<file path="src/rtl/fetch_realign_fifo_pkg.sv">
// Shared types and constants for the fetch realignment FIFO.
// The halfword entry carries a fault bit used only when FETCH_REALIGN_EXC_EN is defined.
package fetch_realign_fifo_pkg;

  localparam int unsigned XLEN               = 32;
  localparam int unsigned HWORD_W            = 16;
  localparam logic [1:0]  COMPRESSED_OP_MASK = 2'b11;

  typedef struct packed {
    logic [HWORD_W-1:0] data;
    logic               fault;
  } hword_t;

endpackage

</file>
<file path="src/rtl/fetch_realign_decode.sv">
// Combinational decode of the two oldest FIFO halfwords into one instruction.
// Produces the valid flag, the instruction, the pop count and the PC increment.
module fetch_realign_decode
  import fetch_realign_fifo_pkg::*;
(
  input  hword_t          head_i,
  input  hword_t          second_i,
  input  logic            head_avail_i,
  input  logic            second_avail_i,
  output logic            valid_o,
  output logic            compressed_o,
  output logic            ex_o,
  output logic [1:0]      pop_cnt_o,
  output logic [2:0]      pc_inc_o,
  output logic [XLEN-1:0] instr_o
);

  logic head_compressed;

  assign head_compressed = (head_i.data[1:0] & COMPRESSED_OP_MASK) != COMPRESSED_OP_MASK;

  always_comb begin
    valid_o      = 1'b0;
    compressed_o = 1'b0;
    ex_o         = 1'b0;
    pop_cnt_o    = 2'd0;
    pc_inc_o     = 3'd0;
    instr_o      = '0;
    if (head_avail_i) begin
      if (head_i.fault) begin
        valid_o   = 1'b1;
        ex_o      = 1'b1;
        pop_cnt_o = 2'd1;
      end else if (head_compressed) begin
        valid_o      = 1'b1;
        compressed_o = 1'b1;
        pop_cnt_o    = 2'd1;
        pc_inc_o     = 3'd2;
        instr_o      = {{(XLEN-HWORD_W){1'b0}}, head_i.data};
      end else if (second_avail_i) begin
        // A faulting upper half poisons the whole 32-bit instruction at the head PC.
        valid_o   = 1'b1;
        pop_cnt_o = 2'd2;
        if (second_i.fault) begin
          ex_o = 1'b1;
        end else begin
          pc_inc_o = 3'd4;
          instr_o  = {second_i.data, head_i.data};
        end
      end
    end
  end

endmodule

</file>
<file path="src/rtl/fetch_realign_fifo.sv">
// Halfword FIFO between fetch and decode that realigns compressed/uncompressed instructions.
// Define FETCH_REALIGN_EXC_EN to store per-entry fetch faults and drive ex_o.
module fetch_realign_fifo
  import fetch_realign_fifo_pkg::*;
#(
  parameter int unsigned Depth = 8
) (
  input  logic            clk_i,
  input  logic            rst_i,
  input  logic            flush_i,
  input  logic            fetch_valid_i,
  output logic            fetch_ready_o,
  input  logic [XLEN-1:0] fetch_data_i,
  input  logic [XLEN-1:0] fetch_addr_i,
  input  logic            fetch_ex_i,
  output logic            instr_valid_o,
  input  logic            instr_ready_i,
  output logic [XLEN-1:0] instr_o,
  output logic [XLEN-1:0] instr_pc_o,
  output logic            is_compressed_o,
  output logic            ex_o
);

  localparam int unsigned PtrW = $clog2(Depth);
  localparam int unsigned CntW = $clog2(Depth + 1);

  logic [HWORD_W-1:0] data_q [Depth];
  logic [CntW-1:0]    count_q, count_d;
  logic [PtrW-1:0]    head_q, head_d, tail_q, tail_d;
  logic [PtrW-1:0]    head_p1, head_p2, tail_p1, tail_p2;
  logic [XLEN-1:0]    pc_q, pc_d;

  logic               fetch_fire, pop;
  logic [1:0]         push_cnt, pop_cnt;
  logic [HWORD_W-1:0] wr0_data, wr1_data;
  logic               wr0_fault;
  hword_t             head_e, second_e;

  logic               dec_valid, dec_compressed, dec_ex;
  logic [1:0]         dec_pop_cnt;
  logic [2:0]         dec_pc_inc;
  logic [XLEN-1:0]    dec_instr;

  function automatic logic [PtrW-1:0] ptr_add(input logic [PtrW-1:0] p, input logic [1:0] n);
    logic [PtrW:0] s;
    s = {1'b0, p} + {{(PtrW-1){1'b0}}, n};
    if (s >= (PtrW+1)'(Depth)) s = s - (PtrW+1)'(Depth);
    return s[PtrW-1:0];
  endfunction

  assign head_p1 = ptr_add(head_q, 2'd1);
  assign head_p2 = ptr_add(head_q, 2'd2);
  assign tail_p1 = ptr_add(tail_q, 2'd1);
  assign tail_p2 = ptr_add(tail_q, 2'd2);

  // Space is judged on the start-of-cycle count; a same-cycle pop is not credited.
  assign fetch_ready_o = !rst_i && !flush_i && (count_q <= CntW'(Depth - 2));
  assign fetch_fire    = fetch_valid_i && fetch_ready_o;

`ifdef FETCH_REALIGN_EXC_EN
  logic fault_q [Depth];
  logic unused_addr;
  assign unused_addr = fetch_addr_i[0];
  assign head_e      = '{data: data_q[head_q], fault: fault_q[head_q]};
  assign second_e    = '{data: data_q[head_p1], fault: fault_q[head_p1]};
  assign ex_o        = !rst_i && dec_ex;

  always_ff @(posedge clk_i) begin
    if (push_cnt != 2'd0) fault_q[tail_q] <= wr0_fault;
    if (push_cnt == 2'd2) fault_q[tail_p1] <= 1'b0;
  end
`else
  logic unused_ex;
  assign unused_ex = ^{fetch_ex_i, fetch_addr_i[0], dec_ex, wr0_fault};
  assign head_e    = '{data: data_q[head_q], fault: 1'b0};
  assign second_e  = '{data: data_q[head_p1], fault: 1'b0};
  assign ex_o      = 1'b0;
`endif

  always_comb begin
    push_cnt  = 2'd0;
    wr0_data  = fetch_data_i[HWORD_W-1:0];
    wr1_data  = fetch_data_i[XLEN-1:HWORD_W];
    wr0_fault = 1'b0;
    if (fetch_fire) begin
`ifdef FETCH_REALIGN_EXC_EN
      if (fetch_ex_i) begin
        push_cnt  = 2'd1;
        wr0_data  = '0;
        wr0_fault = 1'b1;
      end else
`endif
      if (fetch_addr_i[1]) begin
        push_cnt = 2'd1;
        wr0_data = fetch_data_i[XLEN-1:HWORD_W];
      end else begin
        push_cnt = 2'd2;
      end
    end
  end

  always_ff @(posedge clk_i) begin
    if (push_cnt != 2'd0) data_q[tail_q] <= wr0_data;
    if (push_cnt == 2'd2) data_q[tail_p1] <= wr1_data;
  end

  fetch_realign_decode u_decode (
    .head_i        (head_e),
    .second_i      (second_e),
    .head_avail_i  (count_q != '0),
    .second_avail_i(count_q > CntW'(1)),
    .valid_o       (dec_valid),
    .compressed_o  (dec_compressed),
    .ex_o          (dec_ex),
    .pop_cnt_o     (dec_pop_cnt),
    .pc_inc_o      (dec_pc_inc),
    .instr_o       (dec_instr)
  );

  assign instr_valid_o   = !rst_i && dec_valid;
  assign is_compressed_o = !rst_i && dec_compressed;
  assign instr_o         = rst_i ? '0 : dec_instr;
  assign instr_pc_o      = rst_i ? '0 : pc_q;

  assign pop     = instr_valid_o && instr_ready_i && !flush_i;
  assign pop_cnt = pop ? dec_pop_cnt : 2'd0;

  always_comb begin
    count_d = count_q + CntW'(push_cnt) - CntW'(pop_cnt);
    head_d  = head_q;
    tail_d  = tail_q;
    pc_d    = pop ? pc_q + XLEN'(dec_pc_inc) : pc_q;
    if (pop_cnt == 2'd1) head_d = head_p1;
    if (pop_cnt == 2'd2) head_d = head_p2;
    if (push_cnt == 2'd1) tail_d = tail_p1;
    if (push_cnt == 2'd2) tail_d = tail_p2;
    // An empty FIFO means the beat starts a new stream: take its address as the PC.
    if (push_cnt != 2'd0 && count_q == '0) pc_d = {fetch_addr_i[XLEN-1:1], 1'b0};
    if (flush_i) begin
      count_d = '0;
      head_d  = '0;
      tail_d  = '0;
    end
  end

  always_ff @(posedge clk_i) begin
    if (rst_i) begin
      count_q <= '0;
      head_q  <= '0;
      tail_q  <= '0;
      pc_q    <= '0;
    end else begin
      count_q <= count_d;
      head_q  <= head_d;
      tail_q  <= tail_d;
      pc_q    <= pc_d;
    end
  end

endmodule

</file>
<file path="config.mk">
export PLATFORM = sky130hd
export DESIGN_NAME = fetch_realign_fifo
export DESIGN_NICKNAME = d
export VERILOG_FILES = /design/src/rtl/fetch_realign_fifo_pkg.sv /design/src/rtl/fetch_realign_decode.sv /design/src/rtl/fetch_realign_fifo.sv
export SDC_FILE = /design/constraint.sdc
export NUM_CORES = 1
export LEC_CHECK = 0
export BUFFER_PORTS_ARGS = -buffer_cell sky130_fd_sc_hd__buf_2
export CAP_MARGIN = 20
export CORE_UTILIZATION = 30
export DETAILED_ROUTE_END_ITERATION = 10
export PLACE_DENSITY = 0.53
export SETUP_SLACK_MARGIN = 0.3
export SYNTH_ARGS = -nofsm -noshare
export SYNTH_HDL_FRONTEND = slang
export SYNTH_SLANG_ARGS = --single-unit
</file>
<file path="constraint.sdc">
create_clock -name clk_i -period 5.5 [get_ports clk_i]
set_input_delay 0.55 -clock clk_i [delete_from_list [all_inputs] [get_ports clk_i]]
set_output_delay 0.55 -clock clk_i [all_outputs]
set_load 0.1 [all_outputs]
</file>
# == Word level (Yosys, flattened, before mapping) ==
# Memory sizes are Yosys's and may differ from the RTL's. A register that Yosys moved wholly into a read port is not among the register bits.
# Cells that the tools add are included.
# totals
regBits,42
ramBits,128
input_bits,70
out_inout_bits,68
mem_count,1
# mem_list
memory,words,word_bits,read_ports,rd_clocked_by_memory_dff,write_ports,line,source
data_q,8,16,2,1,2,fetch_realign_fifo.sv:27,logic [HWORD_W-1:0] data_q [Depth];
# op_classes
n_addsub,11
order_cmp,6
eq_ne,5
muxes,37
n_reduce_logical,18
# ops
operator,count
$mux 32,7
$mux 3,13
$add 32x3->32,1
$mux 16,2
$ge 4x4->1 const B,4
$mux 2,6
$sub 3x1->3 const B,4
$mux 1,9
$add 3x1->4 const B,2
$add 3x2->4 const B,2
$logic_and 1x1->1,8
$reduce_bool 2->1,4
$add 4x2->4,1
$eq 2x1->1 const B,2
$eq 2x2->1 const B,2
$gt 4x1->1 const B,1
$le 4x3->1 const B,1
$logic_not 4->1,1
$reduce_bool 4->1,1
$reduce_or 2->1,2
$sub 4x2->4,1
$logic_not 1->1,2
$ne 2x2->1 const B,1

# == Logic depth before layout (Yosys ltp) ==
# Gate-level depths: netlist of the first run.
# logic_depth
ltp_word,13
mapped_depth,18
depth_no_buf,15

# == Cells and area by module ==
# From an unflattened synthesis of the first run, not the netlist that was laid out.
# unflattened
cells_unflattened,909
hier_area_um2,11202.0
# modules_own_cells
mod,instances,cells_each,area_each_um2
fetch_realign_fifo,1,819,10582.6
fetch_realign_decode,1,90,619.3

# == Worst setup path after synthesis of the first run ==
# Ideal clock, no wire load.
# synth_timing
path_type,input port to flip-flop
startpoint,input rst_i
endpoint,memory data_q[0][0] (enable)
setup_ps,414
arrival_time_ps,4249
required_time_ps,5086
path_slack_ps,837
stages,7
path_buffers,2
path_cell_list,or2_1 -> buf_2 -> a311oi_2 -> and3b_1 -> buf_4 -> nand2_1 -> o31ai_1
# synth_rtl
item,line,source
start: declaration,fetch_realign_fifo.sv:9,"input logic rst_i,"
end: declaration,fetch_realign_fifo.sv:27,

==> reports/results.ini, run 1 <==
[run]
cap_violations=0

[pwr]
p_clk_share_pct=41.3
combPwrFrac_pct=12.6
switching_power_uw=834
power_density_nw_per_um2=251
leakage_uw=0.00422
vdd_drop_max_v=0.000233
p_int_uw=2280
p_seq_share_pct=46.1
power_uw=3110
swShare_pct=26.8

[grt]
grtUsageTotal_pct=17.2
use_met2_pct=29.5
use_met3_pct=3.74
grt_util_met1_pct=21.9
grt-ovfl-total=0
grt_pass1_wl_um=45700
grt.busiest_layer=met2
antenna_found_initial=4
grt_max_degree=68
grt_pass1_vias=7398

[synth]
synth-main-ff-cell=edfxtp_1
synth_area_um2=10500
yosysWarnings=0
synth-seq-cells=172
synth_cell_types=63
yosysSeqAreaShare_pct=44.9
synth_edf_count=128
ys_async_sr_fraction_pct=0
synth_area_per_cell_um2=12.5
synthCells=842

[sta]
relSlewSlack_pct=29.0
timing.final.ws_setup_ns=1.12
finalCriticalPeriod_ns=4.38
skew_ns=0.0128
fmax_mhz=228
drv_slew=0
worst_pin_slew_ns=1.06
hold_ws_ns=0.370
fin_setup_tns_ns=0
rsz0062_at_grt=no
fin_crit_sh_pct=79.6
hold_violations=0
setup_violations=0

[worst_setup_path]
critPathRequiredTime_ns=4.95
start_kind=register
path_class=reg -> out
arrival_ns=3.83
end_kind=output port
cp_max_fo=16

[placement]
io_buffers=133
place_congestion=0.784
placed_area_um2=11800
hpwl_um=19200
dp_slack_ns=1.19

[clocking]
clkSinkCount=172
cts_htree_levels=4
post-cts-setup-buffers=0
clk_pin_slew_ns=0.07
post_cts_resized=0
cts-root-buf=clkbuf_16
cts_buffer_depth=2
cts_tree=done
cts_hold_buf=0
clk_latency_ns=0.45
cts-buffers-inserted=17

[layout]
final_cell_mix=buf_2, mux2_2, edfxtp_1
layout_commonest_cell=buf_2
drive_gt1_share_pct=42.3
final_nets=1054
fin_area_um2=12400
fillers=3466
syn_to_final_growth_pct=17.7

[floorplan]
rows=68
die_h_um=189
die_width_um=189
pin_count=138
start_util_pct=30.4
dieArea_um2=35800
core_area_um2=34500

[routing]
drt_iter0_markers=532
avgViaCountPerCell=5.28
via_count=7582
drc=0
ant_nets=0
wl_per_cell_um=21.2
drt_pass1_iterations=5
drt_wl_total_um=30500

[hold_path]
hp-class=in -> reg

[run_status]
outcome=completed

==> flip-flops by register name (all words and copies together), names as in the netlist, named ones only <==
name,count
head_q,3
data_q,128
count_q,4
tail_q,3
pc_q,31
==> kinds of logic (layout without fill, tap and decap cells) <==
family | after synthesis | in the layout | share of synthesized area, %
compound gates | 112 | 112 | 7.58
xor+xnor | 18 | 18 | 1.50
fa+ha+maj | 19 | 19 | 2.48
buf+inv | 78 | 213 | 3.39
flops | 172 | 172 | 44.9
mux | 212 | 212 | 29.4
other cells | 1 | 5 | 0.0357
simple gates | 230 | 230 | 10.7
==> final timing paths <==
check | from | to | slack [ns] | cells after the start
max | register | instr_o[31] | 1.12 | 7
max reg2reg | register | pc_q[27] | 1.20 | 12
min reg2reg | pc_q[30] | pc_q[30] | 0.54 | 2
min | fetch_addr_i[31] | pc_q[31] | 0.37 | 3
==> layer usage <==
layer  wire, um  up-vias
met5         29        -
met4        409        4
met2      15200      220
met1      13200     3828
met3       1730       30
li1           -     3500
==> cell type report <==
cell class	count	area, um2	area share [%]
Clock inverter	14	184	1.49
Tap cell	455	569	4.60
Antenna cell	3	7.51	0.0607
Sequential cell	172	4730	38.2
Timing Repair Buffer	162	883	7.14
Inverter	19	71.3	0.576
Multi-Input combinational cell	593	5500	44.5
Clock buffer	18	429	3.47
==> power by group through the flow <==
stage | sequential (uW) | clock, uW | combinational [uW]
2_1_floorplan | 1460 | 0 | 285
3_3_place_gp | 1460 | 0 | 387
3_5_place_dp | 1460 | 0 | 391
4_1_cts | 1440 | 1310 | 393
5_1_grt | 1440 | 1360 | 417
6_report | 1440 | 1290 | 391
==> through the flow <==
stage	utilization (%)	cells
2_1_floorplan	-	843
3_3_place_gp	34.0	1401
3_5_place_dp	34.0	1401
4_1_cts	35.8	1433
5_1_grt	35.8	1433
6_report	35.8	1436
==> critical path, stage by stage (launching register included) <==
cell and delay [ns]:
dfxtp_1 0.96, mux4_2 0.37, mux2i_2 0.12, nor2_1 0.26
nand2_1 0.19, or2_2 0.57, a21oi_1 0.38, buf_2 0.50
==> cell usage after synthesis, types with 5 or more instances <==
cell,n,area (um2)
edfxtp_1,128,3840
mux2_2,128,1440
nand2_1,66,248
mux4_2,64,1440
nor2_1,59,221
dfxtp_1,44,881
a21oi_1,33,165
clkbuf_1,32,120
nor2b_1,30,188
nor3_1,20,100
mux2i_1,18,180
inv_1,17,63.8
ha_1,16,200
a211oi_1,15,113
xnor2_1,15,131
nand3_1,13,65.1
buf_2,11,55.1
o21ai_0,11,55.1
nor4_1,8,50.1
o31ai_1,8,60.1
buf_1,6,22.5
o311ai_0,6,52.6
a31oi_1,5,31.3
a32o_1,5,50.1
buf_4,5,37.5
nand4_1,5,31.3
o211ai_1,5,37.5
Note: power is estimated with default switching activity, not from simulation.
==> inputs of run 2 (changes only) <==
--- a/config.mk
+++ b/config.mk
@@ -5,6 +5,7 @@
 export SDC_FILE = /design/constraint.sdc
 export NUM_CORES = 1
 export LEC_CHECK = 0
+export ABC_AREA = 1
 export BUFFER_PORTS_ARGS = -buffer_cell sky130_fd_sc_hd__buf_2
 export CAP_MARGIN = 20
 export CORE_UTILIZATION = 30
==> constraint.sdc (replaced) <==
create_clock -name clk_i -period 4.17 [get_ports clk_i]
set_input_delay 0.417 -clock clk_i [delete_from_list [all_inputs] [get_ports clk_i]]
set_output_delay 0.417 -clock clk_i [all_outputs]
set_load 0.1 [all_outputs]
==> run 2 against run 1 <==
Against the previous run: highest routed layer unchanged; critical endpoint is now instr_o[20]; critical path depth up 4; sequential cell count unchanged; clock power rose by 36%; core utilization shrank 0.069 points.
==> reports/results.ini, run 2 <==
[sta]
fmax_mhz=272
rsz0062_at_grt=no  ; unchanged
timing.final.ws_setup_ns=0.488  ; was 1.12 ns
hold_violations=0  ; unchanged
fin_crit_sh_pct=88.3
worst_pin_slew_ns=1.09  ; was 1.06 ns
fin_setup_tns_ns=0  ; unchanged
setup_violations=0  ; unchanged
drv_slew=0  ; unchanged
hold_ws_ns=0.290  ; was 0.370 ns
skew_ns=0.0183  ; was 0.0128 ns
relSlewSlack_pct=26.4  ; was 29.0%
finalCriticalPeriod_ns=3.68

[run]
cap_violations=0  ; unchanged

[layout]
final_cell_mix=nand2_1, o21ai_0, a21oi_1  ; was buf_2, mux2_2, edfxtp_1
syn_to_final_growth_pct=16.8  ; was 17.7%
layout_commonest_cell=nand2_1  ; was buf_2
fin_area_um2=13900  ; was 12400 um2
largest_reg_flops=128  ; unchanged
fillers=4142  ; was 3466
regMostFlops=data_q  ; unchanged
drive_gt1_share_pct=16.7  ; was 42.3%
antennaDiodeCount=0  ; was 3
final_nets=1826  ; was 1054
largestRegisters=data_q: 128 flops, pc_q: 31 flops, count_q: 4 flops  ; unchanged

[synth]
synth-main-ff-cell=edfxtp_1  ; unchanged
synth_top_area_share_pct=32.3  ; was 36.6%
synth-seq-cells=172  ; unchanged
synthTopCellsByCount=nand2_1, o21ai_0, a21oi_1  ; was edfxtp_1, mux2_2, nand2_1
synth_area_leader_cell=edfxtp_1  ; unchanged
synth_top_family_by_area=simple AND/OR/NAND/NOR gates  ; was multiplexers
synthSimpleGateAreaFrac_pct=25.5  ; was 10.7%
synth_area_per_cell_um2=7.21  ; was 12.5 um2
synth_area_leaders=edfxtp_1, nand2_1, o21ai_0, a21oi_1, dfxtp_1  ; was edfxtp_1, mux2_2, mux4_2, dfxtp_1, nand2_1
ys_async_sr_fraction_pct=0  ; unchanged
synth_cell_types=43  ; was 63
synth_compound_gate_area_share_pct=21.7  ; was 7.58%
synthAdderAreaFrac_pct=2.18  ; was 2.48%
yosysWarnings=0  ; unchanged
synth_xor_area_share_pct=0.798  ; was 1.50%
synth.area.mux_share_pct=0  ; was 29.4%
yosysSeqAreaShare_pct=39.6  ; was 44.9%
synth_area_um2=11900  ; was 10500 um2
synthCells=1654  ; was 842
synth_edf_count=128  ; unchanged
yosysMostFrequentCell=nand2_1

[pwr]
vdd_drop_max_v=0.000256  ; was 0.000233 V
swShare_pct=31.0  ; was 26.8%
power_density_nw_per_um2=311  ; was 251 nW/um2
p_clk_share_pct=40.7  ; was 41.3%
p_int_uw=2990  ; was 2280 uW
p_seq_share_pct=44.2  ; was 46.1%
leakage_uw=0.00612  ; was 0.00422 uW
combPwrFrac_pct=15.1  ; was 12.6%
switching_power_uw=1340  ; was 834 uW

[worst_setup_path]
worstPathBufferInverterCount=4  ; was 1
critPathRequiredTime_ns=3.75  ; was 4.95 ns
slowest_delay_ns=0.86  ; was 0.96 ns
path_cells=buf_4, nand3_1, nand2_1, nand2_1, nand2_1, inv_1, nor2_2, nand2_2, buf_4, nor4_1, buf_12  ; was mux4_2, mux2i_2, nor2_1, nand2_1, or2_2, a21oi_1, buf_2
cp_common_cell=nand2_1
path_class=reg -> out  ; unchanged
cp_max_fo=17  ; was 16
arrival_ns=3.27  ; was 3.83 ns
worst_path_max_delay_cell=nor4_1  ; was dfxtp_1
start_kind=register  ; unchanged
critPathTopFamily=simple AND/OR/NAND/NOR gates  ; unchanged
end_kind=output port  ; unchanged

[clocking]
cts_buffer_depth=2  ; unchanged
cts_hold_buf=0  ; unchanged
cts-root-buf=clkbuf_16  ; unchanged
clk_latency_ns=0.45  ; about the same
clkSinkCount=172  ; unchanged
cts_htree_levels=4  ; unchanged
clk_pin_slew_ns=0.08  ; was 0.07 ns
cts-buffers-inserted=17  ; unchanged
cts_tree=done  ; unchanged

[hold_path]
hp-class=in -> reg  ; unchanged

[grt]
use_met2_pct=31.4  ; was 29.5%
grt_pass1_wl_um=60300  ; was 45700 um
grt_max_degree=119  ; was 68
grt.busiest_layer=met2  ; unchanged
grt_pass1_vias=10500  ; was 7398
use_met3_pct=3.29  ; was 3.74%
antenna_found_initial=3  ; was 4
grt-ovfl-total=0  ; unchanged
grt_util_met1_pct=26.2  ; was 21.9%
grtUsageTotal_pct=19.5  ; was 17.2%

[placement]
io_buffers=133  ; unchanged
placed_area_um2=13200  ; was 11800 um2
dp_slack_ns=0.651  ; was 1.19 ns
place_congestion=0.866  ; was 0.784
hpwl_um=26900  ; was 19200 um

[floorplan]
pin_count=138  ; unchanged
die_h_um=201  ; was 189 um
dieArea_um2=40500  ; was 35800 um2
core_area_um2=38900  ; was 34500 um2
rows=72  ; was 68
die_width_um=201  ; was 189 um
start_util_pct=30.6  ; was 30.4%

[routing]
drt_pass1_iterations=5  ; unchanged
avgViaCountPerCell=5.05  ; was 5.28
wl_per_cell_um=17.5  ; was 21.2 um
drt_iter0_markers=917  ; was 532
via_count=11400  ; was 7582
drc=0  ; unchanged
ant_nets=0  ; unchanged
drt_wl_total_um=39800  ; was 30500 um

[run_status]
outcome=completed  ; unchanged

[run 2: cell types whose count changed after synthesis, sizes merged, moves of 13 or more]
| cell | delta |
|---|---|
| a21oi | +142 |
| nor2b | -30 |
| mux2 | -128 |
| clkbuf | +17 |
| xnor2 | -13 |
| o21ai | +260 |
| nand3 | +66 |
| mux4 | -64 |
| inv | +148 |
| buf | +31 |
| mux2i | -20 |
| nand2 | +355 |
| nor2 | +103 |
[run 2: final timing paths]
check | depth (start not counted) | start | to | slack, ns
min reg2reg | 2 | head_q[2] | register | 0.50
max reg2reg | 22 | register | pc_q[31] | 0.64
min | 5 | fetch_addr_i[29] | pc_q[29] | 0.29
max | 11 | register | instr_o[20] | 0.49
[run 2: cell type report]
cell class | instances | area [um2] | share of cell area, %
multi-input combinational | 1209 | 6040 | 43.4
sequential | 172 | 4730 | 34.0
inverter | 167 | 628 | 4.51
timing repair buffer | 170 | 1230 | 8.81
clock inverter | 15 | 218 | 1.56
clock buffer | 17 | 425 | 3.06
tap | 518 | 648 | 4.66
[run 2: cell families (layout without fill, tap and decap cells)]
family / after synthesis / in the layout
and+or+nand+nor: 709 / 709
adders and majority gates: 19 / 19
buffers and inverters: 274 / 369
other: 1 / 2
xor gates and xnor gates: 10 / 10
AOI/OAI and AO/OA: 469 / 469
DFF: 172 / 172
[run 2: per-stage QoR]
| stage | total power [uW] | cells | utilization [%] |
|---|---|---|---|
| 6_report | 4330 | 2268 | 35.8 |
| 5_1_grt | 4480 | 2268 | 35.8 |
| 4_1_cts | 4340 | 2267 | 35.7 |
| 3_5_place_dp | 2600 | 2235 | 34.0 |
| 3_3_place_gp | 2590 | 2234 | 34.0 |
| 2_1_floorplan | 2440 | 1655 | - |
[run 2: tightest hold or removal path, delay by kind of cell]
family | cells | cell delay, ns
and+or+nand+nor | 3 | 0.17
buffers and inverters | 1 | 0.08
AOI/OAI and AO/OA | 1 | 0.03
[run 2: repair_timing]
action | 4_1_cts | 5_1_grt
setup endpoints to repair | 1 | 0
buffers inserted | 0 | 0
resized for setup | 1 | 0
[run 2: per-layer routing]
layer	vias to the layer above	share of wire, %
met5	-	0.058
met2	396	46
met4	4	2.9
met1	5293	46
li1	5687	-
met3	66	5.8
[run 2: power groups by stage]
stage / clock network, uW / logic (uW) / registers, uW
after floorplan: 0 / 499 / 1940
after global placement: 0 / 641 / 1950
after detailed placement: 0 / 651 / 1950
after CTS: 1780 / 654 / 1910
after global routing: 1840 / 723 / 1920
final: 1760 / 654 / 1910
==> inputs of run 3 (changes only) <==
--- a/config.mk
+++ b/config.mk
@@ -5,12 +5,11 @@
 export SDC_FILE = /design/constraint.sdc
 export NUM_CORES = 1
 export LEC_CHECK = 0
-export ABC_AREA = 1
 export BUFFER_PORTS_ARGS = -buffer_cell sky130_fd_sc_hd__buf_2
 export CAP_MARGIN = 20
 export CORE_UTILIZATION = 30
 export DETAILED_ROUTE_END_ITERATION = 10
-export PLACE_DENSITY = 0.53
+export GPL_TIMING_DRIVEN = 0
 export SETUP_SLACK_MARGIN = 0.3
 export SYNTH_ARGS = -nofsm -noshare
 export SYNTH_HDL_FRONTEND = slang
==> run 3 against run 2 <==
Against the previous run: clock power decreased by 11%; sequential power hardly changed; critical endpoint is now pc_q[27]; die area shrank 12%; critical path depth grew 2; power decreased by 7.6%; register-to-register slack got worse by 0.25 ns; largest cell class unchanged; worst setup slack worse by 0.097 ns; global-route usage is 1.9 points lower; sequential share of layout area grew 3.7 points; via count decreased by 31%; sequential cell count is the same; clock skew is 0.0027 ns lower.
==> reports/results.ini, run 3 (same netlist as run 1, synthesis figures left out) <==
[run_status]
outcome=completed  ; unchanged

[worst_setup_path]
worstSetupPathDepth=13  ; was 11
arrival_ns=4.17  ; was 3.27 ns
cp_common_cell=nor2_1  ; was nand2_1
worstSetupEndpoint=pc_q[27]  ; was instr_o[20]
critPathTopFamily=simple AND/OR/NAND/NOR gates  ; unchanged
worstPathBufferInverterCount=2  ; was 4
slowest_delay_ns=0.53  ; was 0.86 ns
path_class=reg -> reg  ; was reg -> out
r2r_cells=13  ; was 22
path_cells=buf_2, mux4_2, mux2i_2, nor2_1, nor2_1, ha_1, inv_1, fa_1, and4bb_4, nand2_1, or3_1, o31ai_1, a32o_1  ; was buf_4, nand3_1, nand2_1, nand2_1, nand2_1, inv_1, nor2_2, nand2_2, buf_4, nor4_1, buf_12
cp_max_fo=8  ; was 17
critPathRequiredTime_ns=4.56  ; was 3.75 ns
rr_endpoint=pc_q[27]  ; was pc_q[31]
end_kind=register  ; was output port
worst_path_max_delay_cell=mux4_2  ; was nor4_1
r2r_slack_ns=0.39  ; was 0.64 ns
start_kind=register  ; unchanged

[layout]
fillers=3421  ; was 4142
largest_reg_flops=128  ; unchanged
drive_gt1_share_pct=41.2  ; was 16.7%
final_cell_mix=buf_2, mux2_2, edfxtp_1  ; was nand2_1, o21ai_0, a21oi_1
syn_to_final_growth_pct=19.4  ; was 16.8%
layout_commonest_cell=buf_2  ; was nand2_1
fin_area_um2=12500  ; was 13900 um2
regMostFlops=data_q  ; unchanged
final_util_pct=36.3  ; was 35.8%
largestRegisters=data_q: 128 flops, pc_q: 31 flops, count_q: 4 flops  ; unchanged
final_nets=1092  ; was 1826

[sta]
fin_crit_sh_pct=90.6  ; was 88.3%
rsz0062_at_grt=yes  ; was no
drv_slew=0  ; unchanged
hold_violations=0  ; unchanged
finalCriticalPeriod_ns=3.78  ; was 3.68 ns
fmax_mhz=265  ; was 272 MHz
skew_ns=0.0156  ; was 0.0183 ns
setup_violations=0  ; unchanged
worst_pin_slew_ns=1.11  ; was 1.09 ns
relSlewSlack_pct=26.0  ; was 26.4%

[floorplan]
start_util_pct=30.4  ; was 30.6%
core_area_um2=34500  ; was 38900 um2
pin_count=138  ; unchanged
dieArea_um2=35800  ; was 40500 um2
die_h_um=189  ; was 201 um
die_width_um=189  ; was 201 um
rows=68  ; was 72

[pwr]
p_seq_share_pct=47.3  ; was 44.2%
power_uw=4000  ; was 4330 uW
power_density_nw_per_um2=319  ; was 311 nW/um2
vdd_drop_max_v=0.000295  ; was 0.000256 V
p_clk_share_pct=39.3  ; was 40.7%
swShare_pct=27.7  ; was 31.0%
p_int_uw=2890  ; was 2990 uW
switching_power_uw=1110  ; was 1340 uW
combPwrFrac_pct=13.4  ; was 15.1%
leakage_uw=0.00429  ; was 0.00612 uW

[grt]
grt_util_met1_pct=23.1  ; was 26.2%
use_met3_pct=4.30  ; was 3.29%
antenna_found_initial=4  ; was 3
grt-ovfl-total=0  ; unchanged
grt_pass1_wl_um=47100  ; was 60300 um
grt.busiest_layer=met2  ; unchanged
grt_pass1_vias=7746  ; was 10500
grt_max_degree=17  ; was 119
grtUsageTotal_pct=17.6  ; was 19.5%
use_met2_pct=28.8  ; was 31.4%

[clocking]
cts_htree_levels=4  ; unchanged
post-cts-setup-buffers=0  ; unchanged
cts-root-buf=clkbuf_16  ; unchanged
clkSinkCount=172  ; unchanged
cts-buffers-inserted=17  ; unchanged
clk_pin_slew_ns=0.07  ; was 0.08 ns
cts_buffer_depth=2  ; unchanged
cts_hold_buf=0  ; unchanged
clk_latency_ns=0.44  ; was 0.45 ns
cts_tree=done  ; unchanged

[routing]
drt_iter0_markers=660  ; was 917
avgViaCountPerCell=5.35  ; was 5.05
via_count=7885  ; was 11400
drt_wl_total_um=31400  ; was 39800 um
wl_per_cell_um=21.3  ; was 17.5 um
drc=0  ; unchanged
drt_pass1_iterations=5  ; unchanged
ant_nets=0  ; unchanged

[placement]
place_congestion=0.885  ; was 0.866
placed_area_um2=11900  ; was 13200 um2
io_buffers=133  ; unchanged
hpwl_um=21900  ; was 26900 um

[run]
cap_violations=0  ; unchanged

[hold_path]
hp-class=in -> reg  ; unchanged

==> run 3: metrics by stage <==
step | setup WS [ns] | hold WS (ns) | std cells | TNS [ns]
floorplan | 0.161 | 0.484 | 843 | 0
global placement | -0.756 | 0.513 | 1431 | -37.28
global route | 0.188 | 0.236 | 1473 | 0
detailed placement | 0.170 | 0.513 | 1436 | 0
CTS | 0.246 | 0.229 | 1468 | 0
finish | 0.391 | 0.237 | 1473 | 0
==> run 3: repair_timing <==
| action | in CTS | in global routing |
|---|---|---|
| resized for setup | 7 | 21 |
| hold endpoints to repair | 0 | 0 |
| setup endpoints to repair | 23 | 52 |
| pin swaps | 0 | 0 |
==> run 3: area by class of cell <==
cell class                      instances  area [um2]  share of cell area [%]
Timing Repair Buffer                  141         791                    6.30
Sequential cell                       172        4720                    37.7
Multi-Input combinational cell        593        5530                    44.0
Antenna cell                            2        5.00                  0.0399
Clock buffer                           19         433                    3.45
Clock inverter                         13         130                    1.04
Tap cell                              455         569                    4.54
Buffer                                 59         298                    2.37
Inverter                               19        72.6                   0.578
==> run 3: worst min-delay path by stage <==
stage / startpoint / to / slack [ns] / depth (start not counted)
2_1_floorplan: pc_q[31] / pc_q[31] / 0.48 / 2
3_3_place_gp: pc_q[30] / pc_q[30] / 0.51 / 2
3_5_place_dp: pc_q[30] / pc_q[30] / 0.51 / 2
4_1_cts: fetch_addr_i[30] / pc_q[30] / 0.23 / 3
5_1_grt: fetch_addr_i[30] / pc_q[30] / 0.24 / 3
6_report: fetch_addr_i[30] / pc_q[30] / 0.24 / 3
==> run 3: worst min-delay path, cell delays in order <==
cell and delay [ns]:
buf_2 0.10, nand2_1 0.05, a31oi_1 0.07
==> run 3: routing by layer <==
layer	vias up	wire length [um]
met5	-	25
met4	4	582
met3	50	2760
met2	391	14900
met1	3863	13200
li1	3577	-
==> run 3: power by group through the flow <==
stage	Clock, uW	Combinational [uW]	Sequential, uW
2_1_floorplan	0	377	1920
3_3_place_gp	0	518	1930
3_5_place_dp	0	528	1930
4_1_cts	1590	530	1890
5_1_grt	1650	570	1900
6_report	1570	534	1890
